--- src/rtl/fifo_drain_ctrl_pkg.sv ---
// Shared definitions for the FIFO read-side drain sequencer.
// State encoding is fixed 3-bit binary so the value seen in waveforms maps directly to a state.
package fifo_drain_ctrl_pkg;

    localparam int unsigned DEF_DATA_WIDTH = 8;
    localparam int unsigned DEF_GAP_WIDTH  = 4;
    localparam int unsigned DEF_TO_WIDTH   = 5;

    typedef logic [2:0] state_t;

    localparam state_t ST_IDLE      = 3'd0;
    localparam state_t ST_POP       = 3'd1;
    localparam state_t ST_LAUNCH    = 3'd2;
    localparam state_t ST_WAIT_BUSY = 3'd3;
    localparam state_t ST_WAIT_DONE = 3'd4;
    localparam state_t ST_GAP       = 3'd5;

endpackage

--- src/rtl/drain_gap_timer.sv ---
// Loadable down-counter shared by the inter-frame gap and the busy-rise timeout.
// Load wins over decrement; the count saturates at zero.
module drain_gap_timer #(
    parameter int unsigned WIDTH = 5
) (
    input  logic             clk,
    input  logic             rst_n,
    input  logic             load,
    input  logic [WIDTH-1:0] load_val,
    input  logic             en,
    output logic             zero
);

    logic [WIDTH-1:0] count_q;

    always_ff @(posedge clk or negedge rst_n) begin
        if (!rst_n) begin
            count_q <= '0;
        end else if (load) begin
            count_q <= load_val;
        end else if (en && (count_q != '0)) begin
            count_q <= count_q - 1'b1;
        end
    end

    assign zero = (count_q == '0);

endmodule

--- src/rtl/fifo_drain_ctrl.sv ---
// Read-side sequencer: pops one FIFO word per frame, launches it to the transmitter,
// follows tx_busy through the frame and then waits a programmable idle gap.
module fifo_drain_ctrl
    import fifo_drain_ctrl_pkg::*;
#(
    parameter int unsigned DATA_WIDTH = DEF_DATA_WIDTH,
    parameter int unsigned GAP_WIDTH  = DEF_GAP_WIDTH,
    parameter int unsigned TO_WIDTH   = DEF_TO_WIDTH
) (
    input  logic                  rclk,
    input  logic                  rrst_n,
    input  logic                  enable,
    input  logic [GAP_WIDTH-1:0]  gap_cycles,
    input  logic                  rempty,
    input  logic [DATA_WIDTH-1:0] rdata,
    output logic                  rinc,
    input  logic                  tx_busy,
    output logic [DATA_WIDTH-1:0] tx_data,
    output logic                  tx_data_valid,
    output logic [15:0]           frame_cnt,
    output logic                  timeout_err,
    output logic                  idle
);

    localparam int unsigned TW = (GAP_WIDTH > TO_WIDTH) ? GAP_WIDTH : TO_WIDTH;
    // Down-count from 2^TO_WIDTH-2 so the zero flag fires on the (2^TO_WIDTH-1)th waiting edge.
    localparam logic [TW-1:0] TO_LOAD = TW'((1 << TO_WIDTH) - 2);

    state_t                state_q, state_d;
    logic                  rinc_q, valid_q, idle_q, err_q, err_set;
    logic [DATA_WIDTH-1:0] tx_data_q;
    logic [15:0]           frame_q;
    logic                  tmr_load, tmr_en, tmr_zero;
    logic [TW-1:0]         tmr_val;

    drain_gap_timer #(
        .WIDTH (TW)
    ) u_timer (
        .clk      (rclk),
        .rst_n    (rrst_n),
        .load     (tmr_load),
        .load_val (tmr_val),
        .en       (tmr_en),
        .zero     (tmr_zero)
    );

    always_comb begin
        state_d  = state_q;
        tmr_load = 1'b0;
        tmr_val  = TW'(gap_cycles);
        tmr_en   = 1'b0;
        err_set  = 1'b0;
        case (state_q)
            ST_IDLE: begin
                if (enable && !rempty && !tx_busy) begin
                    state_d = ST_POP;
                end
            end
            ST_POP: state_d = ST_LAUNCH;
            ST_LAUNCH: begin
                state_d  = ST_WAIT_BUSY;
                tmr_load = 1'b1;
                tmr_val  = TO_LOAD;
            end
            ST_WAIT_BUSY: begin
                if (tx_busy) begin
                    state_d = ST_WAIT_DONE;
                end else if (tmr_zero) begin
                    state_d  = ST_GAP;
                    err_set  = 1'b1;
                    tmr_load = 1'b1;
                end else begin
                    tmr_en = 1'b1;
                end
            end
            ST_WAIT_DONE: begin
                if (!tx_busy) begin
                    state_d  = ST_GAP;
                    tmr_load = 1'b1;
                end
            end
            ST_GAP: begin
                if (tmr_zero) begin
                    state_d = ST_IDLE;
                end else begin
                    tmr_en = 1'b1;
                end
            end
            default: state_d = ST_IDLE;
        endcase
    end

    // Strobes are decoded from the next state so they are registered yet aligned with the state.
    always_ff @(posedge rclk or negedge rrst_n) begin
        if (!rrst_n) begin
            state_q   <= ST_IDLE;
            rinc_q    <= 1'b0;
            valid_q   <= 1'b0;
            idle_q    <= 1'b1;
            err_q     <= 1'b0;
            tx_data_q <= '0;
            frame_q   <= '0;
        end else begin
            state_q <= state_d;
            rinc_q  <= (state_d == ST_POP);
            valid_q <= (state_d == ST_LAUNCH);
            idle_q  <= (state_d == ST_IDLE);
            if (err_set) begin
                err_q <= 1'b1;
            end
            if (state_q == ST_POP) begin
                tx_data_q <= rdata;
            end
            if (state_q == ST_LAUNCH) begin
                frame_q <= frame_q + 16'd1;
            end
        end
    end

    assign rinc          = rinc_q;
    assign tx_data       = tx_data_q;
    assign tx_data_valid = valid_q;
    assign frame_cnt     = frame_q;
    assign timeout_err   = err_q;
    assign idle          = idle_q;

endmodule
--- config.mk ---
export PLATFORM = sky130hd
export DESIGN_NAME = fifo_drain_ctrl
export DESIGN_NICKNAME = d
export VERILOG_FILES = /design/src/rtl/fifo_drain_ctrl_pkg.sv /design/src/rtl/drain_gap_timer.sv /design/src/rtl/fifo_drain_ctrl.sv
export SDC_FILE = /design/constraint.sdc
export NUM_CORES = 1
export LEC_CHECK = 0
export BUFFER_PORTS_ARGS = -buffer_cell sky130_fd_sc_hd__buf_2
export CAP_MARGIN = 40
export CELL_PAD_IN_SITES_DETAIL_PLACEMENT = 1
export CELL_PAD_IN_SITES_GLOBAL_PLACEMENT = 2
export CORE_ASPECT_RATIO = 1.25
export CORE_UTILIZATION = 35
export DETAILED_ROUTE_END_ITERATION = 8
export PLACE_DENSITY_LB_ADDON = 0.1
export SYNTH_ARGS = -nofsm -noshare
export SYNTH_HDL_FRONTEND = slang
export SYNTH_HIERARCHICAL = 1
export SYNTH_SLANG_ARGS = --single-unit
--- constraint.sdc ---
create_clock -name rclk -period 5.35 [get_ports rclk]
set_clock_uncertainty 0.05 [all_clocks]
set_input_delay 0.535 -clock rclk [delete_from_list [all_inputs] [get_ports rclk]]
set_output_delay 0.535 -clock rclk [all_outputs]
set_load 0.1 [all_outputs]
# Yosys cells after proc, flatten, opt, wreduce, memory -nomap -nowiden
# Cells that the tools add are included.
[op_classes] reduce_logical=10 n_eq_ne=7 muxes=17 n_addsub=2
[op_table] cell="3-bit one-hot mux with 6 select lines" n=1
[op_table] cell="16-bit by 1-bit adder with 16-bit output, second input constant" n=1
[op_table] cell="3-bit two-way mux" n=5
[op_table] cell="5-bit two-way mux" n=3
[op_table] cell="3-bit by 2-bit == test with 1-bit output, second input constant" n=3
[op_table] cell="3-bit by 1-bit == test with 1-bit output, second input constant" n=2
[op_table] cell="3-bit == test, second input constant" n=2
[op_table] cell="3-bit logical NOT" n=2
[op_table] cell="1-bit two-way mux" n=6
[op_table] cell="5-bit logical NOT" n=1
[op_table] cell="5-bit nonzero test" n=1
[op_table] cell="5-bit by 1-bit subtractor with 5-bit output, second input constant" n=1
[op_table] cell="1-bit logical AND" n=3
[op_table] cell="1-bit one-hot mux with 3 select lines" n=1
[op_table] cell="1-bit logical NOT" n=2
[op_table] cell="1-bit one-hot mux with 2 select lines" n=1
[op_table] cell="2-bit nonzero test" n=1
[word_totals] elab_cells=44 out_inout_bits=28 inputBits=17 regBits=36

# Depth between registers and ports, before layout
# Gate-level depths: netlist of the first run.
[depth] ltp_word=7 mapped_depth=9 ltp_nobuf=9

# Modules after synthesis
# The synthesis of the first run kept the hierarchy.
[by_module_without_submodules] mod="fifo_drain_ctrl" area_each_um2=1341.3 instances=1 cells_per_inst=111
[by_module_without_submodules] mod="drain_gap_timer" area_each_um2=304.0 instances=1 cells_per_inst=32

# Worst setup path after synthesis of the first run
# Ideal clock, no wire load.
[synth_path] kind="flip-flop to flip-flop" from="reg u_timer.count_q[0]" to="reg u_timer.count_q[3]" n_path_buf=0 arrival_ns=2.166 path_slack_ns=3.061 path_stages_with_launch=10 required_time_ns=5.227 setup_time_ns=0.073 cell_sequence="dfrtp_1 > inv_1 > ha_1 > or4b_4 > inv_1 > nand2b_1 > a21oi_1 > or4b_1 > or3_1 > a21oi_2"
[synth_via] elab_chain_cells=6 elab_cells_between_ends=13 classes_between="add/sub (1); mux (8); reduce/logical (4)"
[synth_rtl] item="start: declaration" line="drain_gap_timer.sv:14" source="logic [WIDTH-1:0] count_q;"
[synth_rtl] item="start signal: assignment" line="drain_gap_timer.sv:20" source="count_q <= load_val;"
[synth_rtl] item="start signal: assignment" line="drain_gap_timer.sv:22" source="count_q <= count_q - 1'b1;"
[synth_rtl] item="5-bit logical NOT (*)" line="drain_gap_timer.sv:26" source="assign zero = (count_q == '0);"
[synth_rtl] item="via tmr_zero" line="fifo_drain_ctrl.sv:33" source="logic tmr_load, tmr_en, tmr_zero;"
[synth_rtl] item="1-bit two-way mux (*)" line="fifo_drain_ctrl.sv:68, fifo_drain_ctrl.sv:83"
[synth_rtl] item="1-bit two-way mux" line="fifo_drain_ctrl.sv:66" source="if (tx_busy) begin"
[synth_rtl] item="1-bit one-hot mux with 2 select lines (*)" line="fifo_drain_ctrl.sv:53" source="case (state_q)"
[synth_rtl] item="via tmr_en" line="fifo_drain_ctrl.sv:33"
[synth_rtl] item="1-bit logical AND (*)" line="drain_gap_timer.sv:21" source="end else if (en && (count_q != '0)) begin"
[synth_rtl] item="2-bit nonzero test (no line) (*)"
# Mark *: on every way through the listed nets, which the timed path passes. The rest lies on a longest branch. The select of a mux whose other input is x is not followed.
# A chain may end at the register's enable or synchronous reset.

# Worst setup path after layout of the first run
# Ends and elaborated chain as after synthesis.

==> summary.md, run 1 <==
| Metric | Value |
|---|---|
| Starting Density | a little under two fifths |
| Period utilisation layout | between 40% and 50% |
| Reg clk slew, reported paths | ~0.070 ns |
| CP peak stage delay | ~0.5 ns |
| Cell mode on critical path | inv_1 |
| Post-DP HPWL | roughly 2.6 mm |
| Num Clock Sinks | 36 |
| Post-route DRC violation count | 0 |
| Diode count | 0 |
| Crit path buf inv count | 2 |
| Largest net degree at the start of global routing | 37 |
| Worst-Skew Late Latency | roughly 0.28 ns |
| Via count | 1,233 |
| Crit path cell chain | inv_1 > ha_1 > or4b_4 > inv_1 > nand2b_1 > a21oi_1 > or4b_1 > or3_1 > a21oi_2 |
| Final Hold Vio Count | 0 |
| Cell count after synthesis | ~140 |
| CTS root buffer | clkbuf_8 |
| Max Transition Viols Final | 0 |
| Syn avg cell area | roughly 12 sq um |
| Crit path max-delay cell type | or4b_1 |
| First-pass GRT wire length | 6.065 mm |
| FFs w/ async S/R, synth | 100.0% |
| RD Place Congestion | ~0.76 |
| H-Tree Depth | 2 |
| Endpoints failing setup | 0 |
| Req. time, crit path | around 5.5 ns |
| Cell family with the largest share of critical-path delay | simple AND/OR/NAND/NOR gates |
| Crit. End Element | flip-flop |
| Initial antenna violation count | 0 |
| Total track usage | between 15 and 20% |
| Fin area | between 2000 and 2500 sq um |
| Fin util | a little under half |
| Worst Path Max Fanout | 7 |
| DP Area | between 1500 and 2000 sq um |
| Crit path launch type | flip-flop |
| Area Growth Syn to Fin | 23.12% |
| Hold Buf Count CTS | 0 |
| RSZ-0062 raised after global routing | no |
| Core area | between 4000 and 5000 sq um |
| Critical path type | reg -> reg |
| Syn nets | about 160 |
| Synthesis Warnings | 6 |
| Outcome | finished, final reports clean |
| Die Area | ~5000 sq um |
| Max Freq | about 0.38 GHz |
| Rows | 27 |
| Postcts setup bufs | 0 |
| Synth Flop Type | dfrtp_1 |
| Post-synthesis instance area | 1645 sq um |
| Io pins | 45 |
| Total Nets Final | 209 |
| Worst Tran Pin Value | about 0.8 ns |
| Post-cts resize count | 0 |
| Max-Cap Viols | 0 |
| TritonCTS clock tree | built |
| Input/output buffers | 44 |
| Die Ht | a little under 80 um |
| Final setup TNS | 0 ns |
| DR pass1 iterations | 4 |
| Initial DRC count | 36 |
| Post-synth cell types | 38 |
| CP arrival | 2.78 ns |
| Slew margin rel. | ~46% |
| Num CTS Buffers | 5 |
| Vias in the first global route | approximately 1,300 |
| Layout cells sized above 1 | 37.17% |
| WL final | roughly 3.5 mm |
| Sequential element share of the synthesized area | approximately 55% |
| Die Wd | ~63 um |
| Total grt overflow | 0 |
| FF+latch count, synth | 36 |
| Hold WC Path Type | in -> async |
| Post-synth EDFFs | 0 |
| Final Critical Period | approximately 2.6 ns |
| Post-route ant nets | 0 |
| Max Root-Sink Buffers | 2 |
| Vias per cell | approximately 5.0 |
| WL per Instance | roughly 14 um |
[placed cells by master, fill, tap and decap left out, types with 2 or more instances in the layout]
master,instances
buf_2,45
dfrtp_1,35
nand2_1,12
xnor2_1,12
mux2_2,9
a21oi_1,6
nand2b_1,5
nor2_1,5
nand3_1,5
clkbuf_8,5
o21ai_0,4
inv_1,4
nand4_1,4
and3_1,4
or2_2,3
nor2b_1,3
xor2_1,3
and2_1,2
and4_1,2
ha_1,2
or3_1,2
[flip-flops by register name, summed over array words and instances (netlist names)]
| register | flops |
|---|---|
| frame_cnt | 16 |
| tx_data_valid | 1 |
| state_q | 3 |
| timeout_err | 1 |
| idle | 1 |
| rinc | 1 |
| u_timer/count_q | 5 |
| tx_data | 8 |
[kinds of logic after synthesis]
kind of cell	count (synthesis)	synth area share, %
adder cells (fa/ha/maj)	2	1.521
buffers and inverters	9	2.661
XOR/XNOR	15	7.985
flip-flops	36	54.83
AO/OA/AOI/OAI	18	7.377
AND/OR/NAND/NOR	54	19.47
multiplexers	9	6.160
[stage by stage]
step,cells,hold WS (ns),setup slack [ns]
2_1_floorplan,143,0.1894,3.061
3_3_place_gp,240,0.4022,2.944
3_5_place_dp,241,0.4043,2.747
4_1_cts,249,0.3124,2.729
5_1_grt,249,0.3447,2.656
6_report,249,0.2892,2.739
[synthesized netlist by cell type, drive strengths merged (2+ instances only)]
cell type	n	area share [%]
and2	2	0.76
o21ai	4	1.2
inv	4	0.91
dfrtp	35	53
or2	3	1.1
nand4	4	1.5
and3	5	2.2
nor3b	2	1.2
mux2	9	6.2
or3	2	0.76
nand2b	5	1.9
nand2	12	2.7
o31ai	2	1.2
or4b	2	1.4
and4	2	1.1
buf	4	1.5
a21oi	7	2.4
nand3	5	1.5
xor2	3	1.6
nor2	5	1.1
nor2b	3	1.1
ha	2	1.5
xnor2	12	6.4
[area by class of cell]
cell class / count / area [sq um]
clock buffers: 5 / 68.82
clock inverters: 3 / 42.54
fillers: 518 / 2434
inverters: 4 / 15.01
multi-input cells: 98 / 699.4
flip-flops and latches: 36 / 902.1
well taps: 58 / 72.57
repair buffers: 45 / 225.2
[worst reg2reg max path: cells and delay by family, from the launching register on]
family | cells | cell delay, ns
AO/OA/AOI/OAI | 2 | 0.50
adder cells (fa/ha/maj) | 1 | 0.21
buffers and inverters | 2 | 0.19
flip-flops | 1 | 0.35
AND/OR/NAND/NOR | 4 | 1.24
[per-layer routing]
layer / track usage, % / vias to the layer above / part of all wire, %
met3: 4.360 / 5 / 4.5
met1: 18.07 / 609 / 42
li1: - / 586 / -
met4: 6.364 / 0 / 1.1
met5: 0 / - / 0
met2: 27.45 / 33 / 53
[final timing paths]
check,from,end,slack (ns),cells after the start
max reg2reg,u_timer/count_q[0],u_timer/count_q[3],2.74,9
min,rrst_n,tx_data[3],0.29,1
max,u_timer/count_q[0],u_timer/count_q[3],2.74,9
max in group asynchronous,rrst_n,frame_cnt[2],4.45,1
min reg2reg,timeout_err,timeout_err,0.42,1
min in group rclk,timeout_err,timeout_err,0.42,1
Power of run 1 is not shown: default switching activity piles up to over one toggle a cycle in this logic, so the estimate is an artifact.
==> run 2, diff against run 1 <==
--- a/config.mk
+++ b/config.mk
@@ -10,7 +10,7 @@
 export CELL_PAD_IN_SITES_DETAIL_PLACEMENT = 1
 export CELL_PAD_IN_SITES_GLOBAL_PLACEMENT = 2
 export CORE_ASPECT_RATIO = 1.25
-export CORE_UTILIZATION = 35
+export CORE_UTILIZATION = 32
 export DETAILED_ROUTE_END_ITERATION = 8
 export PLACE_DENSITY_LB_ADDON = 0.1
 export SYNTH_ARGS = -nofsm -noshare
==> constraint.sdc (replaced) <==
create_clock -name rclk -period 2.7 [get_ports rclk]
set_clock_uncertainty 0.05 [all_clocks]
set_input_delay 0.27 -clock rclk [delete_from_list [all_inputs] [get_ports rclk]]
set_output_delay 0.27 -clock rclk [all_outputs]
set_load 0.1 [all_outputs]
==> summary.md, run 2 (synthesis gave the netlist of run 1 again) <==
| Metric | Value |
|---|---|
| Final Critical Period | roughly 2.5 ns |
| Vias in the first global route | around 1,300 |
| Cell family with the largest share of critical-path delay | simple AND/OR/NAND/NOR gates |
| Max Freq | around 0.40 GHz |
| Outcome | finished, final reports clean |
| Commonest non-fill, non-tap cell in the layout | buf_2 |
| Num Clock Sinks | 36 |
| TritonCTS clock tree | built |
| Max reg flops | 16 |
| Rows | 28 |
| Crit path buf inv count | 2 |
| Num CTS Buffers | 5 |
| Largest net degree at the start of global routing | 37 |
| Req. time, crit path | approximately 2.9 ns |
| Total track usage | between 10 and 15% |
| Layout cells sized above 1 | 37.50% |
| Slew margin rel. | between 40% and 50% |
| Worst-Skew Late Latency | about 0.29 ns |
| Post-route ant nets | 0 |
| RD Place Congestion | ~0.76 |
| Starting Density | 34.03% |
| Max Root-Sink Buffers | 2 |
| Crit path max-delay cell type | or4b_1 |
| Worst Path Max Fanout | 7 |
| Worst R2R End | u_timer/count_q[3] |
| Max Transition Viols Final | 0 |
| H-Tree Depth | 2 |
| Die Area | approximately 5400 sq um |
| Io pins | between 40 and 50 |
| Commonest cells after routing, fill and taps aside | 44 x buf_2, 35 x dfrtp_1, 12 x nand2_1, 12 x xnor2_1, 9 x mux2_2 |
| WL final | 3.580 mm |
| First-pass GRT wire length | ~5.8 mm |
| Worst Tran Pin Value | approximately 0.8 ns |
| Post-route DRC violation count | 0 |
| Die Ht | just over 80 um |
| Die Wd | 66.14 um |
| Total grt overflow | 0 |
| Max-Cap Viols | 0 |
| Initial DRC count | 34 |
| Final Hold Vio Count | 0 |
| Initial antenna violation count | 0 |
| Endpoints failing setup | 0 |
| Core area | between 4000 and 5000 sq um |
| Total Nets Final | between 200 and 250 |
| Postcts setup bufs | 0 |
| Critical path type | reg -> reg |
| CTS root buffer | clkbuf_8 |
| Via count | 1,242 |
| Crit path cell chain | inv_1 > ha_1 > or4b_4 > inv_1 > nand2b_1 > a21oi_2 > or4b_1 > or3_1 > a21oi_2 |
| RSZ-0062 raised after global routing | no |
| Reg clk slew, reported paths | roughly 0.07 ns |
| Diode count | 0 |
| R2R setup slack | 0.20 ns |
| Worst R2R Start | u_timer/count_q[0] |
| Post-DP HPWL | 2.690 mm |
| Hold Buf Count CTS | 0 |
| WL per Instance | 14.21 um |
| Area Growth Syn to Fin | 23.42% |
| FF-to-FF path depth | 9 |
| Period utilisation layout | between 90 and 100% |
| DR pass1 iterations | 4 |
| Post-cts resize count | 0 |
| Crit. End Element | flip-flop |
| CP arrival | around 2.7 ns |
| Final setup TNS | 0 ns |
| CP peak stage delay | around 0.5 ns |
| Hold WC Path Type | in -> async |
| Input/output buffers | 44 |
| Crit path launch type | flip-flop |
| Vias per cell | between 4 and 5 |
==> run 2: changes by cell type in the layout (fill, tap and decap cells not counted) <==
cell,change
buf_4,+2
clkbuf_8,+2
a21oi_1,-1
a21oi_2,+1
buf_2,-1
bufinv_16,-1
clkbuf_1,+1
clkinv_2,-1
clkinvlp_4,-1
==> run 2: worst reg2reg max path, stage by stage (launching register included) <==
cell	delay [ns]
dfrtp_1	0.35
inv_1	0.08
ha_1	0.22
or4b_4	0.23
inv_1	0.11
nand2b_1	0.20
a21oi_2	0.24
or4b_1	0.50
or3_1	0.35
a21oi_2	0.12
==> run 2: cell type report <==
class | instances | area (sq um)
inverters | 4 | 15.01
repair buffers | 46 | 235.2
well taps | 60 | 75.07
fillers | 542 | 2804
clock buffers | 8 | 100.1
flip-flops and latches | 36 | 902.1
multi-input cells | 98 | 703.2
==> run 2: worst max-delay path by stage <==
stage                        from                  to  depth (start not counted)
2_1_floorplan  u_timer/count_q[0]  u_timer/count_q[3]                          9
3_3_place_gp   u_timer/count_q[0]  u_timer/count_q[3]                          9
3_5_place_dp   u_timer/count_q[0]  u_timer/count_q[3]                          9
4_1_cts        u_timer/count_q[0]  u_timer/count_q[3]                          9
5_1_grt        u_timer/count_q[0]  u_timer/count_q[3]                          9
6_report       u_timer/count_q[0]  u_timer/count_q[3]                          9
==> run 2: layer usage <==
layer / share of wire [%] / track usage (%) / vias up
met2: 53 / 25.41 / 32
met1: 40 / 15.73 / 611
met4: 2.3 / 7.021 / 0
met3: 4.3 / 4.121 / 9
met5: 0 / 0 / -
li1: - / - / 590
==> run 2: metrics by stage <==
stage	cell area [sq um]	hold WS (ns)	cells	utilization (%)	worst slack, ns
2_1_floorplan	1645	-0.07559	143	-	0.4112
3_3_place_gp	1927	0.3435	244	39.86	0.2818
3_5_place_dp	1927	0.3557	244	39.86	0.1393
4_1_cts	2027	0.04304	252	41.93	0.09945
5_1_grt	2031	0.08256	252	42.00	0.07318
6_report	2031	0.01732	252	42.00	0.1987
Power of run 2 is left out for the same reason.
